**config.mk**
```make
export PLATFORM = sky130hd
export DESIGN_NAME = wb_arbiter
export DESIGN_NICKNAME = d
export VERILOG_FILES = /design/src/rtl/wb_arbiter_pkg.sv /design/src/rtl/wb_arbiter_fifo.sv /design/src/rtl/wb_arbiter.sv
export SDC_FILE = /design/constraint.sdc
export NUM_CORES = 1
export LEC_CHECK = 0
export ABC_AREA = 0
export CAP_MARGIN = 10
export CELL_PAD_IN_SITES_DETAIL_PLACEMENT = 1
export CELL_PAD_IN_SITES_GLOBAL_PLACEMENT = 1
export CORE_MARGIN = 5
export CORE_UTILIZATION = 35
export DETAILED_ROUTE_END_ITERATION = 8
export PLACE_DENSITY_LB_ADDON = 0.12
export SLEW_MARGIN = 30
export SYNTH_ARGS = -nofsm -noshare
export SYNTH_HDL_FRONTEND = slang
export SYNTH_SLANG_ARGS = --single-unit
```
**constraint.sdc**
```tcl
create_clock -name clk -period 2.24 [get_ports clk]
set_clock_uncertainty 0.2 [all_clocks]
set_input_delay 0.448 -clock clk [delete_from_list [all_inputs] [get_ports clk]]
set_output_delay 0.448 -clock clk [all_outputs]
set_load 0.05 [all_outputs]
```
**src/rtl/wb_arbiter_pkg.sv**
```systemverilog
// Shared processor constants and the writeback source encoding used by the
// register-file write arbiter.
package wb_arbiter_pkg;

  localparam int REG_W  = 5;
  localparam int DATA_W = 32;
  localparam logic [REG_W-1:0] REG_ZERO = '0;

  typedef enum logic [1:0] {
    SRC_NONE,
    SRC_PIPE,
    SRC_MDU
  } wr_src_e;

endpackage

```
**src/rtl/wb_arbiter_fifo.sv**
```systemverilog
// Result queue for the multi-cycle unit. It exposes per-entry destination
// registers so decode can detect hazards against results that are still queued.
module wb_fifo
  import wb_arbiter_pkg::*;
#(
  parameter int DEPTH = 2
) (
  input  logic                             clk,
  input  logic                             rst,
  input  logic                             push,
  input  logic [REG_W-1:0]                 push_rd,
  input  logic [DATA_W-1:0]                push_data,
  input  logic                             pop,
  output logic                             full,
  output logic                             empty,
  output logic [REG_W-1:0]                 head_rd,
  output logic [DATA_W-1:0]                head_data,
  output logic [DEPTH-1:0]                 entry_valid,
  output logic [DEPTH-1:0][REG_W-1:0]      entry_rd
);

  localparam int PW = (DEPTH > 1) ? $clog2(DEPTH) : 1;
  localparam logic [PW:0] FULL_CNT = (PW + 1)'(DEPTH);

  logic [PW-1:0]                  rptr;
  logic [PW-1:0]                  wptr;
  logic [PW:0]                    count;
  logic [DEPTH-1:0][DATA_W-1:0]   mem_data;
  logic                           do_push;
  logic                           do_pop;

  assign full      = (count == FULL_CNT);
  assign empty     = (count == '0);
  assign do_push   = push && !full;
  assign do_pop    = pop && !empty;
  assign head_rd   = entry_rd[rptr];
  assign head_data = mem_data[rptr];

  // DEPTH is a power of two, so the pointers wrap by plain overflow.
  always_ff @(posedge clk or posedge rst) begin
    if (rst) begin
      rptr        <= '0;
      wptr        <= '0;
      count       <= '0;
      entry_valid <= '0;
    end else begin
      if (do_push) begin
        wptr              <= wptr + 1'b1;
        entry_valid[wptr] <= 1'b1;
      end
      if (do_pop) begin
        rptr              <= rptr + 1'b1;
        entry_valid[rptr] <= 1'b0;
      end
      if (do_push != do_pop) begin
        count <= do_push ? count + 1'b1 : count - 1'b1;
      end
    end
  end

  always_ff @(posedge clk) begin
    if (do_push) begin
      mem_data[wptr] <= push_data;
      entry_rd[wptr] <= push_rd;
    end
  end

endmodule

```
**src/rtl/wb_arbiter.sv**
```systemverilog
// Register-file writeback arbiter: the pipeline has priority, MDU results queue
// up behind it, and a starving queue head briefly stalls the pipeline.
module wb_arbiter
  import wb_arbiter_pkg::*;
#(
  parameter int FIFO_DEPTH   = 2,
  parameter int STARVE_LIMIT = 3
) (
  input  logic              clk,
  input  logic              rst,
  input  logic              pipe_valid,
  input  logic [REG_W-1:0]  pipe_rd,
  input  logic [DATA_W-1:0] pipe_data,
  output logic              pipe_stall,
  input  logic              mdu_valid,
  input  logic [REG_W-1:0]  mdu_rd,
  input  logic [DATA_W-1:0] mdu_data,
  output logic              mdu_ready,
  input  logic [REG_W-1:0]  chk_rs,
  input  logic [REG_W-1:0]  chk_rt,
  output logic              hazard_rs,
  output logic              hazard_rt,
  output logic              regWrite,
  output logic [REG_W-1:0]  rd,
  output logic [DATA_W-1:0] writeData
);

  localparam int WAIT_W = ($clog2(STARVE_LIMIT + 1) > 2) ? $clog2(STARVE_LIMIT + 1) : 2;
  localparam logic [WAIT_W-1:0] WAIT_TRIP = WAIT_W'(STARVE_LIMIT - 1);

  logic                                q_full;
  logic                                q_empty;
  logic [REG_W-1:0]                    q_head_rd;
  logic [DATA_W-1:0]                   q_head_data;
  logic [FIFO_DEPTH-1:0]               q_valid;
  logic [FIFO_DEPTH-1:0][REG_W-1:0]    q_rd;
  logic                                push;
  logic                                pop;
  logic                                pipe_req;
  logic                                blocked;
  logic [WAIT_W-1:0]                   wait_cnt;
  wr_src_e                             sel;

  assign pipe_req  = pipe_valid && (pipe_rd != REG_ZERO);
  assign mdu_ready = !q_full;
  assign push      = mdu_valid && !q_full && (mdu_rd != REG_ZERO);
  assign pop       = (sel == SRC_MDU);
  assign blocked   = !pipe_stall && pipe_req && !q_empty;

  always_comb begin
    sel = SRC_NONE;
    if (pipe_stall) begin
      if (!q_empty) sel = SRC_MDU;
    end else if (pipe_req) begin
      sel = SRC_PIPE;
    end else if (!q_empty) begin
      sel = SRC_MDU;
    end
  end

  // The head stays visible for hazard checks during the cycle it is popped.
  always_comb begin
    hazard_rs = 1'b0;
    hazard_rt = 1'b0;
    for (int i = 0; i < FIFO_DEPTH; i++) begin
      if (q_valid[i] && (q_rd[i] == chk_rs) && (chk_rs != REG_ZERO)) hazard_rs = 1'b1;
      if (q_valid[i] && (q_rd[i] == chk_rt) && (chk_rt != REG_ZERO)) hazard_rt = 1'b1;
    end
  end

  always_ff @(posedge clk or posedge rst) begin
    if (rst) begin
      regWrite   <= 1'b0;
      rd         <= '0;
      writeData  <= '0;
      pipe_stall <= 1'b0;
      wait_cnt   <= '0;
    end else begin
      regWrite <= (sel != SRC_NONE);
      case (sel)
        SRC_PIPE: begin
          rd        <= pipe_rd;
          writeData <= pipe_data;
        end
        SRC_MDU: begin
          rd        <= q_head_rd;
          writeData <= q_head_data;
        end
        default: ;
      endcase

      if (pop || q_empty) begin
        wait_cnt <= '0;
      end else if (blocked) begin
        wait_cnt <= wait_cnt + 1'b1;
      end

      // Stall lasts exactly one cycle, during which the head is drained.
      if (pipe_stall) begin
        pipe_stall <= 1'b0;
      end else if (blocked && (wait_cnt >= WAIT_TRIP)) begin
        pipe_stall <= 1'b1;
      end
    end
  end

  wb_fifo #(
    .DEPTH(FIFO_DEPTH)
  ) u_fifo (
    .clk        (clk),
    .rst        (rst),
    .push       (push),
    .push_rd    (mdu_rd),
    .push_data  (mdu_data),
    .pop        (pop),
    .full       (q_full),
    .empty      (q_empty),
    .head_rd    (q_head_rd),
    .head_data  (q_head_data),
    .entry_valid(q_valid),
    .entry_rd   (q_rd)
  );

endmodule

```
==> impl_results.md <==
* R2r setup slk at 0.22 ns
* Peak VDD IR at roughly 640 µV
* Synthesized flop and latch total at 121
* F_max at 403 MHz
* CP Cell Sequence: xor2_1, nor4_1, nand3_1, a21oi_2, buf_12
* Post-synthesis sequential area ratio at 0.672
* Worst slew margin relative to its limit at 0.654
* Number of buffers created by CTS at 17
* Routed vias at 3,682
* Reg-to-Reg Start: pipe_stall
* Top layer in use: met4
* WP data required at 1.59 ns
* Die Height at 130 µm
* FP Rows at 44
* Synth top area cells: edfxtp_1 (44%), dfrtp_1 (23%), mux2i_1 (7.3%)
* CP max stage delay at 0.45 ns
* CTS H-tree lvls at 4
* # setup viols final at 2
* Met1 Routed Length at 5690 µm
* WHS Endpoint: rd[2]
* GPL Wtd Cong at 0.765
* CP Depth at 5
* Core Area at ~14,000 µm²
* Drt drc at 0
* Setup ws final at -0.242 ns
* Synth top area share at 0.439
* Die area at 17,000 µm²
* Unique masters post-synth at 31
* Total GRT Usage at 0.168
* CP max-delay cell: edfxtp_1
* Leakage Power at 3.18 nW
* Crit Path Class: reg2out
* Netlist Area Pre-Place at 5060 µm²
* Antenna Diode Count at 0
* CTS clk-pin slew, worst paths at about 0.050 ns
* Syn avg cell area at ~13 µm²
* Largest net degree at the start of global routing at 37
* Startpoint Class: register
* Met2 WL post-DR at 6830 µm
* CP max FO at 3
* Reg-to-Reg End: u_fifo.count[1]
* Placed Cells at 719
* CP Capture Type: output pin
* Clock Sinks at between 100 and 150
* Final HPWL DP at 9200 µm
* Non-Filler Instances at 764
* Final period util at 1.11
* Failing checks: negative setup slack
* Power density cells at 1420 nW/µm²
* Yosys warning total at 0
* Clock Path Buffers at 2
* Final ANT Viol Nets at 0
* Post-synth EDFFs at 74
* Number of DRC markers in iteration 0 at 136
* Crit path DAT at 1.83 ns
* Worst hold margin at 0.158 ns
* Hold Crit Depth at 3
* Worst hold path class: in2reg
* Drt pass-1 iters at 4
* First-pass GRT wire length at 21,400 µm
* Vias in the first global route at 4,056
* Vias per inst at about 4.8
* Die width at approximately 130 µm
* Area growth, synth to finish at 50.2%
* Worst Max-Slew Pin Slew at 0.518 ns
* Final WL at between 10,000 and 15,000 µm
* Share of cells above drive strength 1 at 0.159
* I/O Buffers at 129
* Final net count at 658
* DR WL/cell at 17.7 µm
* Commonest cells in the synthesized netlist: nand2_1 (75), edfxtp_1 (74), dfrtp_1 (47), o21ai_1 (47), mux2i_1 (37)
* Initial core utilization at 0.352
* Reg area at 3400 µm²
* Slew Viols, Final at 0
* CTS tree: built
* Fillers at about 1,500
* Cells on worst reg2reg path at 9
* Net count after synthesis at 491
* Most numerous cell in the Yosys netlist: nand2_1
* RSZ-0062 raised after global routing: yes
* Status: finished with violations
* WP buf/inv at 1
* Initial antenna violation count at 0
* Commonest register cell after synthesis: edfxtp_1
* Clock Latency Late Sink at 0.41 ns
* Crit path time final at approximately 2.5 ns
* Max-cap violations at 0
* Mapped Cells at 400
* Worst hold start: pipe_rd[2]
* Boundary pin count at 130
* Top Family by Delay on Critical Path: flip-flops
* Asr flop ratio synth at 0.388
* Met3 WL post-DR at 799 µm
* Root Buffer: clkbuf_16
* Largest area contributor in the netlist: edfxtp_1
* Final Hold Vio Count at 0
* Multi-input gate area at 1600 µm²
* Congestion Overflow GR at 0
metrics by stage:
stage,power (W),TNS [ns],setup slack [ns],util,cell area [µm²]
after floorplan,0.00663,-4.88,-0.140,-,5170
after global placement,0.00813,-41.64,-0.573,0.474,6810
after detailed placement,0.00824,-46.23,-0.624,0.474,6810
after CTS,0.0108,-0.528,-0.270,0.518,7450
after global routing,0.0114,-0.677,-0.341,0.529,7600
final,0.0108,-0.464,-0.242,0.529,7600
layout make-up:
cell class	count	area share
sequential	121	0.448
inverter	6	0.00296
clock inverter	11	0.0105
multi-input combinational	251	0.211
timing repair buffer	170	0.238
clock buffer	21	0.0593
tap	184	0.0303
layer usage:
layer / vias to the layer above / track usage
met5: - / 0
met4: 0 / 0.0654
met2: 95 / 0.287
met1: 1799 / 0.200
met3: 20 / 0.0499
li1: 1768 / -
tightest hold or removal path, delay by kind of cell:
family | cells | cell delay [ns]
buffers and inverters | 1 | 0.09
AOI/OAI and AO/OA | 2 | 0.19
what timing repair did:
| action | 4_1_cts | 5_1_grt |
|---|---|---|
| pin swaps | 20 | 11 |
| setup endpoints to repair | 64 | 54 |
| gates cloned | 3 | 1 |
| hold buffers | 0 | 0 |
| buffers inserted | 5 | 5 |
| gates resized for setup | 40 | 29 |
worst max path at each step:
stage / startpoint / slack [ns] / end
finish: u_fifo.entry_rd[6] / -0.24 / hazard_rs
global route: u_fifo.entry_rd[4] / -0.34 / hazard_rs
CTS: u_fifo.entry_rd[2] / -0.27 / hazard_rs
detailed placement: pipe_rd[3] / -0.62 / u_fifo.count[1]
global placement: pipe_rd[3] / -0.57 / u_fifo.count[1]
floorplan: pipe_rd[3] / -0.14 / u_fifo.count[1]
flip-flops by register name, indices dropped and copies added, names as in the netlist:
signal and cells:
u_fifo.mem_data 64, writeData 32, u_fifo.entry_rd 10, rd 5, u_fifo.count 2, u_fifo.entry_valid 2
wait_cnt 2, pipe_stall 1, regWrite 1, u_fifo.rptr 1, u_fifo.wptr 1
cell families after synthesis:
family | after synthesis | share of synthesized area
simple gates | 100 | 0.0873
compound gates | 86 | 0.0945
buf+inv | 28 | 0.0223
mux | 37 | 0.0732
fa+ha+maj | 3 | 0.00742
flops | 121 | 0.672
xor+xnor | 25 | 0.0433
placed cells by master, fill, tap and decap left out, types with 19 or more instances in the layout:
master,netlist,layout
o21ai_1,47,47
edfxtp_1,74,74
buf_4,0,29
o21ai_0,30,28
dlymetal6s2s_1,0,19
clkdlybuf4s50_1,0,75
dfrtp_1,47,46
mux2i_1,37,37
nand2_1,75,75
dlygate4sd2_1,0,28
power by group:
group	internal (W)	leakage (nW)	switching, W	total (W)
clock	0.00153	0.265	0.000927	0.00245
combinational	0.00180	1.66	0.00298	0.00479
sequential	0.00317	1.25	0.000357	0.00352
total	0.00650	3.18	0.00427	0.0108
Note: power is estimated with default switching activity, not from simulation.
